<file path="config.mk">
export PLATFORM = sky130hd
export DESIGN_NAME = inst_fetch_unit
export DESIGN_NICKNAME = d
export VERILOG_FILES = /design/src/rtl/inst_fetch_unit.sv
export SDC_FILE = /design/constraint.sdc
export NUM_CORES = 1
export LEC_CHECK = 0
export CAP_MARGIN = 10
export CORE_MARGIN = 1
export CORE_UTILIZATION = 40
export DETAILED_ROUTE_END_ITERATION = 8
export GPL_TIMING_DRIVEN = 0
export PLACE_DENSITY = 0.76
export SETUP_SLACK_MARGIN = 0.3
export SYNTH_ARGS = -nofsm -noshare
export SYNTH_HDL_FRONTEND = slang
export SYNTH_SLANG_ARGS = --single-unit
</file>
<file path="constraint.sdc">
create_clock -name clk -period 4.65 [get_ports clk]
set_input_delay 1.1625 -clock clk [delete_from_list [all_inputs] [get_ports clk]]
set_output_delay 1.1625 -clock clk [all_outputs]
set_load 0.02 [all_outputs]
</file>
<file path="src/rtl/inst_fetch_unit.sv">
// ---------------------------------------------------------------------------
// inst_fetch_unit
//   Fetch stage of the multi-cycle core. Drives the instruction memory (IM)
//   address and strobes, holds IM_read for IM_LAT cycles, latches the returned
//   word into ir and offers it to decode. Branch/jump redirects restart the
//   fetch at a new address; fetching stops (halt) once the last IM word
//   (address all-ones) has been consumed.
//
// Parameters
//   DataSize  instruction width
//   MemSize   IM address width (word addressed)
//   IM_LAT    cycles IM_read is held before the IM output is valid (>=1)
//
// Ports
//   clk          in   rising-edge clock
//   reset        in   asynchronous, active-low reset
//   start        in   1-cycle pulse: begin fetching at PC 0
//   instruction  in   IM data out
//   PC           out  IM address (always the current fetch pointer)
//   IM_read      out  IM fetch enable
//   IM_write     out  IM write enable, tied to 0
//   IM_enable    out  IM chip enable
//   ir           out  latched instruction
//   ir_pc        out  address ir was fetched from
//   ir_valid     out  ir holds an unconsumed instruction
//   ir_ready     in   decode accepts ir this cycle
//   redirect     in   take redirect_pc as next fetch address
//   redirect_pc  in   branch/jump target
//   halt         out  fetch stopped after the last IM word
//   state_o      out  FSM state, for debug/observability
//
// Handshake: ir/ir_pc are offered while ir_valid=1 and a transfer happens on
// every rising edge where ir_valid & ir_ready. Once raised, ir_valid stays high
// and ir/ir_pc stay constant until a transfer or a redirect.
// ---------------------------------------------------------------------------
module inst_fetch_unit #(
  parameter int DataSize = 32,
  parameter int MemSize  = 10,
  parameter int IM_LAT   = 1
) (
  input  logic                clk,
  input  logic                reset,
  input  logic                start,
  input  logic [DataSize-1:0] instruction,
  output logic [MemSize-1:0]  PC,
  output logic                IM_read,
  output logic                IM_write,
  output logic                IM_enable,
  output logic [DataSize-1:0] ir,
  output logic [MemSize-1:0]  ir_pc,
  output logic                ir_valid,
  input  logic                ir_ready,
  input  logic                redirect,
  input  logic [MemSize-1:0]  redirect_pc,
  output logic                halt,
  output logic [2:0]          state_o
);

  localparam int CntW = (IM_LAT > 1) ? $clog2(IM_LAT) : 1;

  typedef enum logic [2:0] {
    S_IDLE    = 3'd0,
    S_FETCH   = 3'd1,
    S_CAPTURE = 3'd2,
    S_HOLD    = 3'd3,
    S_DONE    = 3'd4
  } state_e;

  state_e              state_q, state_d;
  logic [MemSize-1:0]  pc_q, pc_d;
  logic [CntW-1:0]     cnt_q, cnt_d;
  logic [DataSize-1:0] ir_q, ir_d;
  logic [MemSize-1:0]  ir_pc_q, ir_pc_d;
  logic                valid_q, valid_d;
  logic                last_q, last_d;

  always_ff @(posedge clk or negedge reset) begin
    if (!reset) begin
      state_q <= S_IDLE;
      pc_q    <= '0;
      cnt_q   <= '0;
      ir_q    <= '0;
      ir_pc_q <= '0;
      valid_q <= 1'b0;
      last_q  <= 1'b0;
    end else begin
      state_q <= state_d;
      pc_q    <= pc_d;
      cnt_q   <= cnt_d;
      ir_q    <= ir_d;
      ir_pc_q <= ir_pc_d;
      valid_q <= valid_d;
      last_q  <= last_d;
    end
  end

  always_comb begin
    state_d = state_q;
    pc_d    = pc_q;
    cnt_d   = cnt_q;
    ir_d    = ir_q;
    ir_pc_d = ir_pc_q;
    valid_d = valid_q;
    last_d  = last_q;

    // A redirect wins over every other transition. A transfer on the same
    // edge is implicitly completed: ir_valid drops either way. ir/ir_pc are
    // left untouched so an in-flight CAPTURE word is simply discarded.
    if (redirect && (state_q != S_IDLE)) begin
      pc_d    = redirect_pc;
      valid_d = 1'b0;
      cnt_d   = '0;
      state_d = S_FETCH;
    end else begin
      case (state_q)
        S_IDLE: begin
          if (start) begin
            pc_d    = '0;
            cnt_d   = '0;
            state_d = S_FETCH;
          end
        end
        S_FETCH: begin
          if (cnt_q == CntW'(IM_LAT - 1)) begin
            cnt_d   = '0;
            state_d = S_CAPTURE;
          end else begin
            cnt_d = cnt_q + CntW'(1);
          end
        end
        S_CAPTURE: begin
          ir_d    = instruction;
          ir_pc_d = pc_q;
          valid_d = 1'b1;
          last_d  = (pc_q == '1);
          pc_d    = pc_q + MemSize'(1);   // wraps to 0 after the last word
          state_d = S_HOLD;
        end
        S_HOLD: begin
          if (valid_q && ir_ready) begin
            valid_d = 1'b0;
            cnt_d   = '0;
            state_d = last_q ? S_DONE : S_FETCH;
          end
        end
        S_DONE: begin
          valid_d = 1'b0;
        end
        default: begin
          state_d = S_IDLE;
        end
      endcase
    end
  end

  assign PC        = pc_q;
  assign IM_read   = (state_q == S_FETCH);
  assign IM_enable = (state_q == S_FETCH) || (state_q == S_CAPTURE);
  assign IM_write  = 1'b0;
  assign ir        = ir_q;
  assign ir_pc     = ir_pc_q;
  assign ir_valid  = valid_q;
  assign halt      = (state_q == S_DONE);
  assign state_o   = state_q;

endmodule
</file>
==> flow_summary.ini <==
[floorplan]
dieWidth_um = 81.5
rows = 28
core_area_sq_um = 5990
die_y_um = 81.5
dieArea_sq_um = 6640
initial_core_util = 0.422
io_pins = 107

[sta]
finalSetupTns_ns = 0
fin_ws_ns = 1.63
worstMarginPinSlew_ns = 0.663
slew_headroom = 0.556
setup_viol = 0
grt_setup_unrepaired = false
finalHoldViolations = 0
clock-skew-final_ns = 0.00660
fin_hold_ws_ns = 0.473
fmax_mhz = 331
finalWorstPathRequiredPeriod_ns = 3.02
drv_slew = 0
timing.final.crit_share = 0.649

[critical_path]
crit_end = halt
cp_data_arrival_time_ns = 1.86
cp.required_ns = 3.49
r2r_cells = 5
start_kind = flip-flop
setup.worst_path.class = reg -> out
critical_path.max_fanout = 10
timing.rr.start = state_o[2]
crit_path_end_kind = output pin
regToRegSetupSlack_ns = 2.91
critPathLaunch = state_o[0]
r2r-end = PC[1]

[drt]
avgViaCountPerCell = 4.94
drcViolationCount = 0
first_iter_violations = 113
routed_wl_um = 6430
vias = 2354
drt-wirelength-per-cell_um = 13.5
drtAntennaViolNets = 0
drt_pass1_iterations = 4

[clock_tree]
clk_latency_ns = 0.33
clkSlewWorstSetupHoldPaths_ns = 0.06
cts_buffers = 9
cts.sinks = 57
cts_hold_buf = 0
clockRootBuffer = clkbuf_8
ctsResizeCount = 0
cts_tree = done
h-tree-depth = 3
clock_path_buffers = 2
post_cts_buffers = 0

[cells_and_area]
antenna_cells = 0
area_growth_pct = 53.2
nNetsFinal = 446
drive_gt1_frac = 0.0945

[synth]
ys_types = 41
ys_async_sr_fraction = 1.00
synth-main-ff-cell = dfrtp_1
netlist_area_sq_um = 2530
synth_top_area_frac = 0.564
mappedNetlistNets = 330
yosysWarnings = 0
synth-seq-cells = 57
synth_area_leaders = dfrtp_1 (56%), nand2_1 (21%), buf_2 (2.4%)
synth_edf_count = 0
syn_area_per_cell_sq_um = 8.96
ys_seq_area_frac = 0.564
synthCells = 282
synth_top_cell_by_area = dfrtp_1

[pwr]
leakagePower_nw = 1.84
powerDensity_nw_per_um2 = 531
peakVddDrop_v = 0.000299

[placement]
dp_worst_setup_slack_ns = 2.01
io_buffers = 104
place_congestion = 0.759
dpl.hpwl_um = 4630

[grt]
antenna_found_initial = 0
grt_pass1_wl_um = 10500
grt_pass1_vias = 2264
grt_use_total = 0.213
grt_max_degree = 38
grt_overflow = 0

[hold_path]
hp-class = reg -> reg

[run_status]
status = finished clean

[flow_run]
max_cap_violations = 0
## critical path: stages (launching register included)
cell and delay [ns]:
dfrtp_1 0.40, buf_2 0.20, nor2_1 0.14, nand2_1 0.12, inv_1 0.08, clkdlybuf4s50_1 0.59
## cells by family after synthesis
logic type / Yosys count / synth area share
compound gates: 32 / 0.0906
xor+xnor: 2 / 0.00693
fa+ha+maj: 1 / 0.00495
buf+inv: 21 / 0.0475
flops: 57 / 0.564
other cells: 1 / 0.00148
simple gates: 168 / 0.284
## cell usage in the layout, fill, tap and decap left out, drive strengths merged, types with 3 or more instances in the layout
cell             n
nand4            3
clkbuf          14
nor2             6
clkdlybuf4s50  103
a21oi            4
buf             18
nand3            6
dfrtp           57
o21ai            9
and3             4
o311ai           4
a22oi            3
inv              3
nand2          139
## per-stage QoR
stage	total power, mW	utilization	area, sq um	std cells
after detailed placement	1.61	0.614	3680	462
after global routing	2.18	0.646	3870	477
after global placement	1.59	0.611	3660	461
final	2.06	0.646	3870	477
after floorplan	1.16	-	2530	282
after CTS	2.07	0.646	3870	477
## cell type report
| class | instances | area, sq um |
|---|---|---|
| fillers | 513 | 2120 |
| multi-input cells | 204 | 981 |
| repair buffers | 105 | 1060 |
| inverters | 3 | 11.3 |
| well taps | 75 | 93.8 |
| clock buffers | 12 | 155 |
| flip-flops and latches | 57 | 1430 |
| clock inverters | 3 | 40.0 |
| plain buffers | 18 | 109 |
## report_power, final
group	leakage (nW)	internal (mW)	total, mW	switching [mW]
clock network	0.102	0.272	0.459	0.187
registers	0.721	0.660	0.763	0.103
logic	1.01	0.406	0.834	0.428
## worst min-delay path by stage
stage                     startpoint  endpoint  slack (ns)  cells past startpoint
after floorplan               last_q    last_q        0.46                      2
after global placement         ir[0]     ir[0]        0.46                      2
after detailed placement    ir_pc[7]  ir_pc[7]        0.46                      2
after CTS                   ir_pc[7]  ir_pc[7]        0.48                      2
after global routing          ir[23]    ir[23]        0.50                      2
final                         ir[23]    ir[23]        0.47                      2
## Yosys cell counts, types with 3 or more instances
cell,number
nand2_1,139
dfrtp_1,57
buf_2,12
nand3_1,6
o21ai_0,6
nor2_1,5
a21oi_1,4
and3_1,4
o311ai_1,4
a22oi_1,3
buf_6,3
inv_1,3
nand4_1,3
## sequential cells by signal, summed over array words and instances, names as in the netlist
signal / cells
PC: 10
ir: 32
ir_pc: 10
ir_valid: 1
last_q: 1
state_o: 3
## metal layers
layer / part of all wire / GRT usage / vias to the layer above
met5: 0 / 0 / -
li1: - / - / 1150
met2: 0.46 / 0.330 / 81
met3: 0.066 / 0.0633 / 9
met4: 0.017 / 0.0857 / 0
met1: 0.46 / 0.278 / 1114
Note: power is estimated with default switching activity, not from simulation.
